==> config.mk <==
export PLATFORM = sky130hd
export DESIGN_NAME = alu_exec
export DESIGN_NICKNAME = d
export VERILOG_FILES = /design/src/rtl/alu_exec.sv
export SDC_FILE = /design/constraint.sdc
export NUM_CORES = 1
export LEC_CHECK = 0
export BUFFER_PORTS_ARGS = -buffer_cell sky130_fd_sc_hd__buf_2
export CELL_PAD_IN_SITES_DETAIL_PLACEMENT = 1
export CELL_PAD_IN_SITES_GLOBAL_PLACEMENT = 1
export CORE_ASPECT_RATIO = 0.75
export CORE_UTILIZATION = 35
export DETAILED_ROUTE_END_ITERATION = 12
export PLACE_DENSITY = 0.61
export SYNTH_ARGS = -nofsm -noshare
export SYNTH_HDL_FRONTEND = slang
export SYNTH_SLANG_ARGS = --single-unit
==> constraint.sdc <==
create_clock -name clk -period 3.44 [get_ports clk]
set_input_delay 0.86 -clock clk [delete_from_list [all_inputs] [get_ports clk]]
set_output_delay 0.86 -clock clk [all_outputs]
set_load 0.01 [all_outputs]
==> src/rtl/alu_exec.sv <==
`default_nettype none
// ============================================================================
// Module   : alu_exec
// Brief    : Execute stage. Single-cycle ALU ops plus iterative MUL/DIV/MOD.
// Revision : 1.0
// ============================================================================
module alu_exec #(
    parameter int WIDTH = 8
) (
    input  logic             clk,
    input  logic             rst,
    input  logic             start,
    input  logic [4:0]       opcode,
    input  logic [WIDTH-1:0] temp1,
    input  logic [WIDTH-1:0] temp2,
    output logic             busy,
    output logic             done,
    output logic [WIDTH-1:0] result,
    output logic [WIDTH-1:0] result_hi,
    output logic             flag_z,
    output logic             flag_c,
    output logic             flag_n,
    output logic             flag_v,
    output logic             err
);

    localparam int                 c_CNT_W  = (WIDTH > 1) ? $clog2(WIDTH) : 1;
    localparam logic [c_CNT_W-1:0] c_LAST   = c_CNT_W'(WIDTH - 1);
    localparam logic [4:0]         c_OP_ADD = 5'b00100;
    localparam logic [4:0]         c_OP_SUB = 5'b00101;
    localparam logic [4:0]         c_OP_AND = 5'b00110;
    localparam logic [4:0]         c_OP_OR  = 5'b00111;
    localparam logic [4:0]         c_OP_XOR = 5'b01000;
    localparam logic [4:0]         c_OP_MUL = 5'b01001;
    localparam logic [4:0]         c_OP_DIV = 5'b01010;
    localparam logic [4:0]         c_OP_MOD = 5'b01011;
    localparam logic [4:0]         c_OP_CMP = 5'b01100;
    localparam logic [4:0]         c_OP_NOT = 5'b01101;
    localparam logic [4:0]         c_OP_INC = 5'b01111;
    localparam logic [4:0]         c_OP_DEC = 5'b10000;
    localparam logic [4:0]         c_OP_SHL = 5'b10001;
    localparam logic [4:0]         c_OP_SHR = 5'b10010;
    localparam logic [4:0]         c_OP_PAS = 5'b10011;

    typedef enum logic [1:0] {
        S_IDLE = 2'd0,
        S_CALC = 2'd1,
        S_DONE = 2'd2
    } state_t;

    state_t             r_state;
    logic [c_CNT_W-1:0] r_cnt;
    logic [4:0]         r_op;
    logic [WIDTH-1:0]   r_b;
    logic [WIDTH-1:0]   r_acc;
    logic [WIDTH-1:0]   r_q;

    logic [WIDTH:0]     w_sum;
    logic [WIDTH:0]     w_diff;
    logic [WIDTH-1:0]   w_res;
    logic [WIDTH-1:0]   w_hi;
    logic [WIDTH-1:0]   w_zn;
    logic               w_c;
    logic               w_v;
    logic               w_err;
    logic               w_illegal;
    logic               w_iter;

    always_comb begin
        w_sum     = {1'b0, temp1} + {1'b0, temp2};
        w_diff    = {1'b0, temp1} - {1'b0, temp2};
        w_res     = '0;
        w_hi      = '0;
        w_c       = 1'b0;
        w_v       = 1'b0;
        w_err     = 1'b0;
        w_illegal = 1'b0;
        w_iter    = 1'b0;
        case (opcode)
            c_OP_ADD: begin
                w_res = w_sum[WIDTH-1:0];
                w_c   = w_sum[WIDTH];
                w_v   = (temp1[WIDTH-1] == temp2[WIDTH-1]) && (w_sum[WIDTH-1] != temp1[WIDTH-1]);
            end
            c_OP_SUB, c_OP_CMP: begin
                w_res = (opcode == c_OP_CMP) ? temp1 : w_diff[WIDTH-1:0];
                w_c   = w_diff[WIDTH];
                w_v   = (temp1[WIDTH-1] != temp2[WIDTH-1]) && (w_diff[WIDTH-1] != temp1[WIDTH-1]);
            end
            c_OP_AND: w_res = temp1 & temp2;
            c_OP_OR:  w_res = temp1 | temp2;
            c_OP_XOR: w_res = temp1 ^ temp2;
            c_OP_NOT: w_res = ~temp1;
            c_OP_PAS: w_res = temp1;
            c_OP_MUL: w_iter = 1'b1;
            c_OP_DIV, c_OP_MOD: begin
                if (temp2 == '0) begin
                    w_res = '1;
                    w_hi  = temp1;
                    w_err = 1'b1;
                end else begin
                    w_iter = 1'b1;
                end
            end
            c_OP_INC: begin
                w_res = temp1 + WIDTH'(1);
                w_c   = &temp1;
                w_v   = (temp1 == {1'b0, {(WIDTH-1){1'b1}}});
            end
            c_OP_DEC: begin
                w_res = temp1 - WIDTH'(1);
                w_c   = (temp1 == '0);
                w_v   = (temp1 == {1'b1, {(WIDTH-1){1'b0}}});
            end
            c_OP_SHL: begin
                w_res = {temp1[WIDTH-2:0], 1'b0};
                w_c   = temp1[WIDTH-1];
            end
            c_OP_SHR: begin
                w_res = {1'b0, temp1[WIDTH-1:1]};
                w_c   = temp1[0];
            end
            default: begin
                w_err     = 1'b1;
                w_illegal = 1'b1;
            end
        endcase
        // CMP reports Z/N of the difference while returning A unchanged
        w_zn = (opcode == c_OP_CMP) ? w_diff[WIDTH-1:0] : w_res;
    end

    logic [WIDTH:0]   w_mac;
    logic [WIDTH:0]   w_rsh;
    logic [WIDTH-1:0] w_trial;
    logic             w_ge;
    logic [WIDTH-1:0] w_nxt_acc;
    logic [WIDTH-1:0] w_nxt_q;
    logic [WIDTH-1:0] w_fin_res;
    logic [WIDTH-1:0] w_fin_hi;

    // r_acc holds the product high half / partial remainder, r_q the
    // multiplier-then-product low half / dividend-then-quotient.
    always_comb begin
        w_mac   = {1'b0, r_acc} + (r_q[0] ? {1'b0, r_b} : '0);
        w_rsh   = {r_acc, r_q[WIDTH-1]};
        w_ge    = (w_rsh >= {1'b0, r_b});
        w_trial = w_rsh[WIDTH-1:0] - r_b;
        if (r_op == c_OP_MUL) begin
            w_nxt_acc = w_mac[WIDTH:1];
            w_nxt_q   = {w_mac[0], r_q[WIDTH-1:1]};
        end else begin
            w_nxt_acc = w_ge ? w_trial : w_rsh[WIDTH-1:0];
            w_nxt_q   = {r_q[WIDTH-2:0], w_ge};
        end
        if (r_op == c_OP_MOD) begin
            w_fin_res = w_nxt_acc;
            w_fin_hi  = w_nxt_q;
        end else if (r_op == c_OP_MUL) begin
            w_fin_res = w_nxt_q;
            w_fin_hi  = w_nxt_acc;
        end else begin
            w_fin_res = w_nxt_q;
            w_fin_hi  = w_nxt_acc;
        end
    end

    assign busy = (r_state != S_IDLE);
    assign done = (r_state == S_DONE);

    always_ff @(posedge clk or posedge rst) begin
        if (rst) begin
            r_state   <= S_IDLE;
            r_cnt     <= '0;
            r_op      <= '0;
            r_b       <= '0;
            r_acc     <= '0;
            r_q       <= '0;
            result    <= '0;
            result_hi <= '0;
            flag_z    <= 1'b0;
            flag_c    <= 1'b0;
            flag_n    <= 1'b0;
            flag_v    <= 1'b0;
            err       <= 1'b0;
        end else begin
            case (r_state)
                S_IDLE: begin
                    if (start) begin
                        r_op  <= opcode;
                        r_b   <= temp2;
                        r_cnt <= '0;
                        if (w_iter) begin
                            r_acc   <= '0;
                            r_q     <= temp1;
                            r_state <= S_CALC;
                        end else begin
                            result    <= w_res;
                            result_hi <= w_hi;
                            flag_z    <= (w_zn == '0) && !w_illegal;
                            flag_n    <= w_zn[WIDTH-1];
                            flag_c    <= w_c;
                            flag_v    <= w_v;
                            err       <= w_err;
                            r_state   <= S_DONE;
                        end
                    end
                end
                S_CALC: begin
                    r_acc <= w_nxt_acc;
                    r_q   <= w_nxt_q;
                    r_cnt <= r_cnt + 1'b1;
                    if (r_cnt == c_LAST) begin
                        result    <= w_fin_res;
                        result_hi <= w_fin_hi;
                        flag_z    <= (w_fin_res == '0);
                        flag_n    <= w_fin_res[WIDTH-1];
                        flag_c    <= 1'b0;
                        flag_v    <= 1'b0;
                        err       <= 1'b0;
                        r_state   <= S_DONE;
                    end
                end
                S_DONE:  r_state <= S_IDLE;
                default: r_state <= S_IDLE;
            endcase
        end
    end

endmodule
`default_nettype wire

==> results.cfg <==
[cells_and_area]
fill_cells = 1950
antenna_cells = 0
seq_area_um2 = 1380
multiInputGateArea_um2 = 4060
num-nets-final = 868
final_area_um2 = 6850
layout-drive-gt1-share = 0.230
final_common_cell = buf_4
area_delta_synth_final_pct = 18.9
final_core_util = 0.426
mostFrequentLayoutCells = buf_4, nand2_1, dfrtp_1

[route]
ant_nets = 0
vias = 5989
routed_via_density = 5.98
drt_drc_violations_left = 0
first_iter_violations = 375
routedWlPerCell_um = 23.8
dr.pass1.iters = 5
drt_wl_total_mm = 23.8

[sta]
fin_crit_ns = 3.31
clock_skew_ns = 0.0110
final_hold_viol_count = 0
setup_viol = 0
rsz0062_at_grt = no
fin_crit_sh = 0.961
max_freq_mhz = 302
worstMarginPinSlew_ns = 0.837
slew_violations = 0
relSlewSlack = 0.441

[global_routing]
antenna_found_initial = 1
grt_pass1_wl_mm = 36.7
grt_pass1_vias = 6134
grt_busiest_layer = met1
use_met1 = 0.443
grt_overflow = 0
use_met2 = 0.417
grt_max_degree = 38
use_met3 = 0.0665
grtUsageTotal = 0.290

[floorplan]
pin_count = 47
rows = 40
core_um2 = 16100
dieArea_um2 = 17000
die_width_um = 150
start_util = 0.359
die_h_um = 113

[synth]
yosysTopAreaCellShare = 0.239
syn_avg_cell_area_um2 = 8.25
syn_inst = 698
ys_seq_elements = 55
synthFlopType = dfrtp_1
async_flop_share = 1.00
synthesis.area_um2 = 5760
syn_nets = 775
ys_top_cells_by_area = dfrtp_1, ha_1, o21ai_0
yosys.area.top_type = dfrtp_1
ys_warn_count = 0
ys_seq_area_frac = 0.239
synth_edf_count = 0
synth_cell_types = 88

[setup_path]
required_ns = 3.62
regToRegStartpoint = r_acc[1]
crit_type = in2reg
startpoint = temp2[1]
cp_max_fo = 3
endpoint = flag_n
end_kind = flop
start_kind = input pin
worstReg2RegEnd = result_hi[2]
arrival_ns = 3.48
r2r_cells = 9
reg2reg_slack_ns = 0.28

[placed_design]
dp_hpwl_mm = 19.3
globalplace.congestion = 0.949
io_buffer_count = 46
placed_area_um2 = 6670

[pwr]
power_density_nw_per_um2 = 622
p_leak_nw = 3.20
vdd.ir_drop.worst_v = 0.000289

[clocking]
ctsResizeCount = 0
clock_sinks = 55
ctsRootBufferMaster = clkbuf_16
ctsHoldBuffers = 0
numCtsBuffers = 5
cts_tree = done
worstSkewPairLatency_ns = 0.31
path_clk_slew_ns = 0.07
cts_setup_buffers = 0
clockBufferDepth = 2
h-tree-depth = 2

[outcome]
status = complete, no violations

[worst_hold_path]
hold_path.class = reg2reg

[run]
cap_violations = 0
[report_power, final]
group	total (mW)	switching (mW)	internal (mW)	leakage (nW)
Sequential	1.08	0.217	0.863	0.696
Combinational	2.58	1.52	1.06	2.42
Clock	0.604	0.260	0.345	0.0838
Total	4.26	1.99	2.27	3.20
[kinds of logic (layout without fill, tap and decap cells)]
family / count (synthesis) / count (layout) / synth area share
AO/OA/AOI/OAI: 203 / 203 / 0.251
XOR/XNOR: 23 / 23 / 0.0350
adder cells (fa/ha/maj): 53 / 53 / 0.122
buffers and inverters: 79 / 173 / 0.0621
flip-flops: 55 / 55 / 0.239
multiplexers: 36 / 36 / 0.0662
AND/OR/NAND/NOR: 249 / 249 / 0.225
[sequential cells by signal, indices dropped and copies added (netlist names)]
signal and cells:
r_acc 8, r_b 8, r_q 8, result 8, result_hi 8, r_op 5
r_cnt 3, r_state 2, err 1, flag_c 1, flag_n 1, flag_v 1
flag_z 1
[critical path, stage by stage]
cell and delay (ns):
buf_2 0.12, inv_1 0.17, ha_1 0.34, a21o_1 0.22, a22o_1 0.27, o41ai_2 0.39
nor3_1 0.14, nand2b_1 0.21, or4_1 0.51, a21oi_1 0.17, o31ai_1 0.09
[area by class of cell]
type,count,share of cell area
clock inverters,3,0.00639
inverters,39,0.0217
repair buffers,126,0.121
clock buffers,5,0.0183
flip-flops and latches,55,0.201
well taps,210,0.0384
multi-input cells,564,0.593
[how the worst min path moves through the flow]
stage,depth (start not counted),from,to
floorplan,1,r_cnt[0],r_cnt[0]
global placement,2,err,err
detailed placement,2,err,err
CTS,2,err,err
global route,2,err,err
finish,2,err,err
[synthesized netlist by cell type (6+ instances only)]
library cell	number
nand2_1	57
dfrtp_1	55
nor2_1	53
ha_1	48
o21ai_0	47
inv_1	38
nand3_1	38
a21oi_1	31
clkbuf_1	21
mux2i_1	19
nor3_1	18
mux2_2	16
xnor2_1	16
a21o_1	13
buf_2	13
a211oi_1	12
and2_1	12
nor2b_1	9
nand4_1	8
o211ai_1	8
o21a_1	7
xor2_1	7
a211o_1	6
a22o_1	6
nand2b_1	6
nor3b_1	6
nor4_1	6
o2111ai_1	6
o21bai_1	6
o31ai_1	6
[stage by stage]
step / std cells / setup TNS [ns] / hold slack [ns] / worst slack (ns) / power [mW]
floorplan: 698 / 0 / 0.468 / 0.0207 / 2.75
global placement: 994 / -0.149 / 0.450 / -0.121 / 3.52
detailed placement: 994 / -0.422 / 0.459 / -0.165 / 3.61
CTS: 1002 / 0 / 0.476 / 0.147 / 4.24
global route: 1002 / 0 / 0.508 / 0.0207 / 4.56
finish: 1002 / 0 / 0.474 / 0.133 / 4.26
[layer usage]
metal  up-vias  wire [um]
li1       2767          -
met1      3016      12100
met2       187       9770
met3        17       1780
met4         2        192
met5         -         13
Note: power is estimated with default switching activity, not from simulation.
